## config.mk

```make
export PLATFORM = sky130hd
export DESIGN_NAME = load_store_unit
export DESIGN_NICKNAME = d
export VERILOG_FILES = /design/src/rtl/load_store_unit.sv
export SDC_FILE = /design/constraint.sdc
export NUM_CORES = 1
export LEC_CHECK = 0
export ABC_CLOCK_PERIOD_IN_PS = 2100
export BUFFER_PORTS_ARGS = -buffer_cell sky130_fd_sc_hd__clkbuf_2
export CORE_MARGIN = 8
export CORE_UTILIZATION = 49
export CTS_CLUSTER_SIZE = 25
export DETAILED_ROUTE_END_ITERATION = 10
export PLACE_DENSITY_LB_ADDON = 0.05
export SYNTH_ARGS = -nofsm -noshare
export SYNTH_HDL_FRONTEND = slang
export SYNTH_SLANG_ARGS = --single-unit
```

## constraint.sdc

```tcl
create_clock -name clk -period 2.1 [get_ports clk]
set_input_delay 0.315 -clock clk [delete_from_list [all_inputs] [get_ports clk]]
set_output_delay 0.315 -clock clk [all_outputs]
set_load 0.03 [all_outputs]
```

## src/rtl/load_store_unit.sv

```systemverilog
`default_nettype none
// load_store_unit: single-outstanding data-memory access stage with store strobes and load formatting (rev 1.0).
// Optional MISALIGN_CHECK_EN: misaligned half/word accesses complete immediately with misaligned=1 and no bus request.
module load_store_unit #(
  parameter int TIMEOUT = 255
) (
  input  logic        clk,
  input  logic        rst,
  input  logic        start,
  input  logic        ren,
  input  logic        wen,
  input  logic [2:0]  funct3,
  input  logic [31:0] addr,
  input  logic [31:0] wdata,
  output logic        mem_req,
  output logic        mem_we,
  output logic [31:0] mem_addr,
  output logic [3:0]  mem_wstrb,
  output logic [31:0] mem_wdata,
  input  logic [31:0] mem_rdata,
  input  logic        mem_ready,
  output logic [31:0] data_r,
  output logic        done,
  output logic        busy,
  output logic        bus_err,
  output logic        misaligned
);

  localparam logic [1:0]  S_IDLE  = 2'd0;
  localparam logic [1:0]  S_REQ   = 2'd1;
  localparam logic [1:0]  S_DONE  = 2'd2;
  localparam logic [15:0] TO_LAST = 16'(TIMEOUT - 1);

  logic [1:0]  state_q, state_d;
  logic [15:0] cnt_q, cnt_d;
  logic [1:0]  off_q, off_d;
  logic [2:0]  f3_q, f3_d;
  logic        load_q, load_d;
  logic        req_q, req_d;
  logic        we_q, we_d;
  logic [31:0] maddr_q, maddr_d;
  logic [3:0]  wstrb_q, wstrb_d;
  logic [31:0] wdat_q, wdat_d;
  logic [31:0] data_q, data_d;
  logic        err_q, err_d;
  logic        mis_q, mis_d;

  logic [3:0]  strb_w;
  logic [31:0] rep_w;
  logic        mis_w;
  logic [31:0] lane_w;
  logic [31:0] fmt_w;

  // Store strobes and lane replication; funct3[1:0] carries the width, funct3[2] only the sign.
  always_comb begin
    strb_w = 4'b1111;
    rep_w  = wdata;
    case (funct3[1:0])
      2'b00: begin
        strb_w = 4'b0001 << addr[1:0];
        rep_w  = {4{wdata[7:0]}};
      end
      2'b01: begin
        strb_w = 4'b0011 << {addr[1], 1'b0};
        rep_w  = {2{wdata[15:0]}};
      end
      default: begin
        strb_w = 4'b1111;
        rep_w  = wdata;
      end
    endcase
  end

  always_comb begin
`ifdef MISALIGN_CHECK_EN
    mis_w = ((funct3[1:0] == 2'b01) && addr[0]) ||
            (funct3[1] && (addr[1:0] != 2'b00));
`else
    mis_w = 1'b0;
`endif
  end

  // Load formatting from the latched offset and width/sign code.
  always_comb begin
    lane_w = mem_rdata >> {off_q, 3'b000};
    fmt_w  = mem_rdata;
    case (f3_q[1:0])
      2'b00:   fmt_w = f3_q[2] ? {24'b0, lane_w[7:0]} : {{24{lane_w[7]}}, lane_w[7:0]};
      2'b01: begin
        if (off_q[1]) begin
          fmt_w = f3_q[2] ? {16'b0, mem_rdata[31:16]} : {{16{mem_rdata[31]}}, mem_rdata[31:16]};
        end else begin
          fmt_w = f3_q[2] ? {16'b0, mem_rdata[15:0]} : {{16{mem_rdata[15]}}, mem_rdata[15:0]};
        end
      end
      default: fmt_w = mem_rdata;
    endcase
  end

  always_comb begin
    state_d = state_q;
    cnt_d   = cnt_q;
    off_d   = off_q;
    f3_d    = f3_q;
    load_d  = load_q;
    req_d   = req_q;
    we_d    = we_q;
    maddr_d = maddr_q;
    wstrb_d = wstrb_q;
    wdat_d  = wdat_q;
    data_d  = data_q;
    err_d   = err_q;
    mis_d   = mis_q;
    case (state_q)
      S_IDLE: begin
        if (start && (ren || wen)) begin
          off_d   = addr[1:0];
          f3_d    = funct3;
          load_d  = ren;
          maddr_d = {addr[31:2], 2'b00};
          wdat_d  = rep_w;
          cnt_d   = 16'd0;
          if (mis_w) begin
            mis_d   = 1'b1;
            state_d = S_DONE;
          end else begin
            req_d   = 1'b1;
            we_d    = ~ren;
            wstrb_d = ren ? 4'b0000 : strb_w;
            state_d = S_REQ;
          end
        end
      end
      S_REQ: begin
        if (mem_ready) begin
          req_d   = 1'b0;
          we_d    = 1'b0;
          wstrb_d = 4'b0000;
          state_d = S_DONE;
          if (load_q) begin
            data_d = fmt_w;
          end
        end else if (cnt_q == TO_LAST) begin
          req_d   = 1'b0;
          we_d    = 1'b0;
          wstrb_d = 4'b0000;
          err_d   = 1'b1;
          state_d = S_DONE;
        end else begin
          cnt_d = cnt_q + 16'd1;
        end
      end
      S_DONE: begin
        err_d   = 1'b0;
        mis_d   = 1'b0;
        cnt_d   = 16'd0;
        state_d = S_IDLE;
      end
      default: begin
        req_d   = 1'b0;
        state_d = S_IDLE;
      end
    endcase
  end

  always_ff @(posedge clk) begin
    if (rst) begin
      state_q <= S_IDLE;
      cnt_q   <= 16'd0;
      off_q   <= 2'b00;
      f3_q    <= 3'b000;
      load_q  <= 1'b0;
      req_q   <= 1'b0;
      we_q    <= 1'b0;
      maddr_q <= 32'd0;
      wstrb_q <= 4'b0000;
      wdat_q  <= 32'd0;
      data_q  <= 32'd0;
      err_q   <= 1'b0;
      mis_q   <= 1'b0;
    end else begin
      state_q <= state_d;
      cnt_q   <= cnt_d;
      off_q   <= off_d;
      f3_q    <= f3_d;
      load_q  <= load_d;
      req_q   <= req_d;
      we_q    <= we_d;
      maddr_q <= maddr_d;
      wstrb_q <= wstrb_d;
      wdat_q  <= wdat_d;
      data_q  <= data_d;
      err_q   <= err_d;
      mis_q   <= mis_d;
    end
  end

  assign mem_req    = req_q;
  assign mem_we     = we_q;
  assign mem_addr   = maddr_q;
  assign mem_wstrb  = wstrb_q;
  assign mem_wdata  = wdat_q;
  assign data_r     = data_q;
  assign done       = (state_q == S_DONE);
  assign busy       = (state_q != S_IDLE);
  assign bus_err    = err_q;
  assign misaligned = mis_q;

endmodule
`default_nettype wire

```

==> metrics.txt <==
# TYPE chip_impl_metric gauge
chip_impl_metric{name="first_iter_violations",unit=""} 394
chip_impl_metric{name="total_die_area",unit="um2"} 15150
chip_impl_metric{name="power.switching",unit="mW"} 1.686
chip_impl_metric{name="final_core_utilization",unit="%"} 64.78
chip_impl_metric{name="worst_ep_arrival_time",unit="ns"} 2.25
chip_impl_metric{name="synth.yosys.warnings",unit=""} 0
chip_impl_metric{name="cts_inserted_buffers",unit=""} 17
chip_impl_metric{name="die_wd",unit="um"} 123.1
chip_impl_metric{name="num_vias",unit=""} 5512
chip_impl_metric{name="hpwl_after_detailed_placement",unit="um"} 12370
chip_impl_metric{name="final.setup.worst_slack",unit="ns"} 0.1616
chip_impl_metric{name="synth_sequential_area_ratio",unit="%"} 44.52
chip_impl_info{name="result_of_the_run",value="finished clean"} 1
chip_impl_metric{name="synthCells",unit=""} 669
chip_impl_metric{name="power_frac_seq",unit="%"} 39.9
chip_impl_metric{name="largest_net_degree_at_the_start_of_global_routing",unit=""} 86
chip_impl_metric{name="timing_hold_violations_final",unit=""} 0
chip_impl_metric{name="detail_route.vias_per_cell",unit=""} 5.420
chip_impl_info{name="hold_end",value="mem_addr[11]"} 1
chip_impl_metric{name="pre_cts_ws",unit="ns"} 0.1632
chip_impl_metric{name="fraction_of_final_layout_cells_with_drive_strength_greater_than_1",unit="%"} 32.04
chip_impl_info{name="criticalPathCategory",value="reg -> reg"} 1
chip_impl_metric{name="die_height",unit="um"} 123.1
chip_impl_metric{name="final_min_period_over_clock_period",unit="%"} 92.31
chip_impl_metric{name="rows",unit=""} 39
chip_impl_metric{name="finalWirelength",unit="um"} 16910
chip_impl_metric{name="gp_routability_congestion",unit=""} 0.8451
chip_impl_metric{name="clock_path_buffers",unit=""} 2
chip_impl_info{name="final_cell_mix",value="206 x sky130_fd_sc_hd__clkbuf_2, 157 x sky130_fd_sc_hd__nand2_1, 125 x sky130_fd_sc_hd__dfxtp_1"} 1
chip_impl_metric{name="worstMarginPinSlew",unit="ns"} 0.5507
chip_impl_metric{name="synth_seq_cells",unit=""} 125
chip_impl_metric{name="synth-async-reset-ratio",unit="%"} 0
chip_impl_metric{name="synth_cell_type_count",unit=""} 54
chip_impl_info{name="clock-root-buffer",value="sky130_fd_sc_hd__clkbuf_16"} 1
chip_impl_metric{name="cts.repair.resized",unit=""} 0
chip_impl_metric{name="placedInstanceArea",unit="um2"} 6755
chip_impl_metric{name="finalCriticalPeriod",unit="ns"} 1.938
chip_impl_metric{name="postRouteAntennaNets",unit=""} 0
chip_impl_metric{name="vdd.ir_drop.worst",unit="V"} 0.0005793
chip_impl_metric{name="worst_ep_required_time",unit="ns"} 2.41
chip_impl_info{name="critical_path.reg2reg.endpoint",value="mem_wstrb[1]"} 1
chip_impl_metric{name="fin_max_slew_vios",unit=""} 0
chip_impl_info{name="most_common_library_cell_in_the_layout_ignoring_fill_and_taps",value="sky130_fd_sc_hd__clkbuf_2"} 1
chip_impl_metric{name="first_pass_grt_wire_length",unit="um"} 26740
chip_impl_info{name="most_frequently_used_flop_master_after_synthesis",value="sky130_fd_sc_hd__dfxtp_1"} 1
chip_impl_info{name="yosys.area.top_type",value="sky130_fd_sc_hd__dfxtp_1"} 1
chip_impl_info{name="synth_area_leaders",value="sky130_fd_sc_hd__dfxtp_1 45%, sky130_fd_sc_hd__nand2_1 10%, sky130_fd_sc_hd__a21oi_1 5.7%"} 1
chip_impl_metric{name="finalClockSkew",unit="ns"} 0.005726
chip_impl_metric{name="min_path_cells",unit=""} 3
chip_impl_metric{name="finalSetupViolCount",unit=""} 0
chip_impl_metric{name="synth.avg_cell_area",unit="um2"} 8.401
chip_impl_metric{name="combinational_power_share",unit="%"} 15.1
chip_impl_metric{name="antenna-diode-count",unit=""} 0
chip_impl_metric{name="starting_utilization_of_the_core_area",unit="%"} 49.65
chip_impl_metric{name="groute.usage.overall",unit="%"} 22.17
chip_impl_metric{name="pin_count",unit=""} 211
chip_impl_metric{name="worst-r2r-cell-count",unit=""} 7
chip_impl_metric{name="routed_wire_length_per_instance",unit="um"} 16.63
chip_impl_metric{name="power_frac_clock",unit="%"} 44.9
chip_impl_metric{name="final_area",unit="um2"} 7333
chip_impl_metric{name="mapped_area",unit="um2"} 5620
chip_impl_metric{name="clock_insertion_delay_worst_skew",unit="ns"} 0.41
chip_impl_metric{name="post-layout-total-power",unit="mW"} 6.400
chip_impl_metric{name="cellPowerDensity",unit="nW/um2"} 872.8
chip_impl_metric{name="slew_headroom",unit="%"} 63.15
chip_impl_metric{name="grt_overflow",unit=""} 0
chip_impl_metric{name="post_cts.repair.setup_buffers",unit=""} 0
chip_impl_info{name="holdCritStartpoint",value="addr[11]"} 1
chip_impl_metric{name="cts_max_level",unit=""} 4
chip_impl_info{name="r2r-start",value="cnt_q[0]"} 1
chip_impl_metric{name="clock_sinks",unit=""} 125
chip_impl_metric{name="placement.io_buffers",unit=""} 207
chip_impl_metric{name="synthDominantCellAreaShare",unit="%"} 44.52
chip_impl_info{name="setup_repair_after_global_routing_missed_its_margin",value="false"} 1
chip_impl_metric{name="antenna_found_initial",unit=""} 0
chip_impl_info{name="cp-end-kind",value="register"} 1
chip_impl_info{name="tritoncts",value="done"} 1
chip_impl_metric{name="netSwitchingFraction",unit="%"} 26.34
chip_impl_metric{name="setup_total_negative_slack",unit="ns"} 0
chip_impl_metric{name="detail_route.drc_violations",unit=""} 0
chip_impl_info{name="cp-start-kind",value="register"} 1
chip_impl_info{name="hold_path.class",value="in -> reg"} 1
chip_impl_metric{name="power.static_leakage",unit="nW"} 3.045
chip_impl_metric{name="cap_violations",unit=""} 0
chip_impl_metric{name="synth-edff-count",unit=""} 0
chip_impl_metric{name="dr.pass1.iters",unit=""} 4
chip_impl_metric{name="r2r_slack",unit="ns"} 0.16
chip_impl_metric{name="cp_max_fo",unit=""} 5
chip_impl_metric{name="cts.reportedPaths.clkPinSlew",unit="ns"} 0.05
chip_impl_metric{name="cts.hold.buffers_added",unit=""} 0
chip_impl_metric{name="final_nets",unit=""} 968
chip_impl_metric{name="maximum_achievable_frequency",unit="GHz"} 0.5159
chip_impl_metric{name="first_global_vias",unit=""} 5327
chip_impl_metric{name="core",unit="um2"} 11320
chip_impl_metric{name="internal_power",unit="mW"} 4.714
chip_impl_metric{name="syn_to_final_growth",unit="%"} 30.48
[state kept, by name (all words and copies together) (netlist names)]
| name | cells |
|---|---|
| data_r | 32 |
| mem_wdata | 32 |
| mem_addr | 30 |
| cnt_q | 16 |
| mem_wstrb | 4 |
| f3_q | 3 |
| off_q | 2 |
| state_q | 2 |
| bus_err | 1 |
| load_q | 1 |
| mem_req | 1 |
| mem_we | 1 |
[synthesized netlist by cell type, types with 2 or more instances]
master                      instances
sky130_fd_sc_hd__nand2_1          157
sky130_fd_sc_hd__dfxtp_1          125
sky130_fd_sc_hd__nor2_1            65
sky130_fd_sc_hd__a21oi_1           64
sky130_fd_sc_hd__a211oi_1          32
sky130_fd_sc_hd__clkbuf_1          29
sky130_fd_sc_hd__mux2i_1           23
sky130_fd_sc_hd__o21ai_0           21
sky130_fd_sc_hd__buf_2             16
sky130_fd_sc_hd__mux2_2             9
sky130_fd_sc_hd__a2111oi_0          8
sky130_fd_sc_hd__a311oi_1           8
sky130_fd_sc_hd__inv_1              8
sky130_fd_sc_hd__mux4_2             8
sky130_fd_sc_hd__nor3b_1            8
sky130_fd_sc_hd__nand3_1            6
sky130_fd_sc_hd__xor2_1             6
sky130_fd_sc_hd__nor3_1             5
sky130_fd_sc_hd__nor4_1             5
sky130_fd_sc_hd__and4_1             4
sky130_fd_sc_hd__buf_4              4
sky130_fd_sc_hd__nand4_1            4
sky130_fd_sc_hd__o32ai_1            4
sky130_fd_sc_hd__or3_1              4
sky130_fd_sc_hd__xnor2_1            4
sky130_fd_sc_hd__nand2b_1           3
sky130_fd_sc_hd__nor2b_1            3
sky130_fd_sc_hd__a21oi_2            2
sky130_fd_sc_hd__and3_1             2
sky130_fd_sc_hd__buf_6              2
sky130_fd_sc_hd__ha_1               2
sky130_fd_sc_hd__nand3b_1           2
sky130_fd_sc_hd__nand4b_1           2
sky130_fd_sc_hd__o31ai_1            2
sky130_fd_sc_hd__or2_1              2
sky130_fd_sc_hd__or4_1              2
[critical path, stage by stage (launching register included)]
cell and delay, ns:
sky130_fd_sc_hd__dfxtp_1 0.34, sky130_fd_sc_hd__inv_1 0.07, sky130_fd_sc_hd__ha_1 0.21, sky130_fd_sc_hd__and4b_1 0.21
sky130_fd_sc_hd__and4_1 0.26, sky130_fd_sc_hd__nor3_1 0.37, sky130_fd_sc_hd__nor3_4 0.11, sky130_fd_sc_hd__o32ai_1 0.25
[how the worst max path moves through the flow]
stage,start,to,depth (start not counted)
3_3_place_gp,cnt_q[0],cnt_q[5],7
6_report,cnt_q[0],mem_wstrb[1],7
5_1_grt,cnt_q[0],cnt_q[15],7
3_5_place_dp,cnt_q[0],mem_wstrb[1],7
4_1_cts,cnt_q[0],mem_wstrb[1],7
2_1_floorplan,cnt_q[0],cnt_q[5],7
[power by group through the flow]
stage | combinational [mW] | sequential [mW] | clock [mW]
after floorplan | 0.450 | 2.78 | 0
after global placement | 0.952 | 2.60 | 0
after detailed placement | 0.967 | 2.60 | 0
after CTS | 0.974 | 2.56 | 2.93
after global routing | 1.05 | 2.57 | 3.06
final | 0.969 | 2.56 | 2.88
[area by class of cell]
class | count | area, um2
multi-input cells | 484 | 2849
well taps | 143 | 178.9
flip-flops and latches | 125 | 2502
fillers | 1021 | 3988
inverters | 9 | 33.78
repair buffers | 224 | 1191
clock inverters | 7 | 112.6
clock buffers | 25 | 465.4
[through the flow]
step | instances | hold slack [ns]
global placement | 985 | 0.4416
detailed placement | 985 | 0.4463
floorplan | 671 | 0.4451
global route | 1017 | 0.1109
finish | 1017 | 0.1232
CTS | 1017 | 0.1026
[cell families (layout without fill, tap and decap cells)]
| kind of cell | count (synthesis) | after routing | share of synthesized area, % |
|---|---|---|---|
| simple gates | 282 | 282 | 22.40 |
| xor+xnor | 10 | 10 | 1.558 |
| mux | 41 | 41 | 9.506 |
| fa+ha+maj | 2 | 2 | 0.4452 |
| other cells | 1 | 3 | 0.06672 |
| compound gates | 146 | 146 | 16.45 |
| buf+inv | 62 | 265 | 5.053 |
| flops | 125 | 125 | 44.52 |
[per-layer routing]
metal	global-route usage, %	vias up	share of wire, %
li1	-	2719	-
met1	27.12	2574	41
met2	35.78	184	49
met3	6.347	35	7.4
met4	9.782	0	2.3
met5	0	-	0
Power figures use the tool's default switching activity.
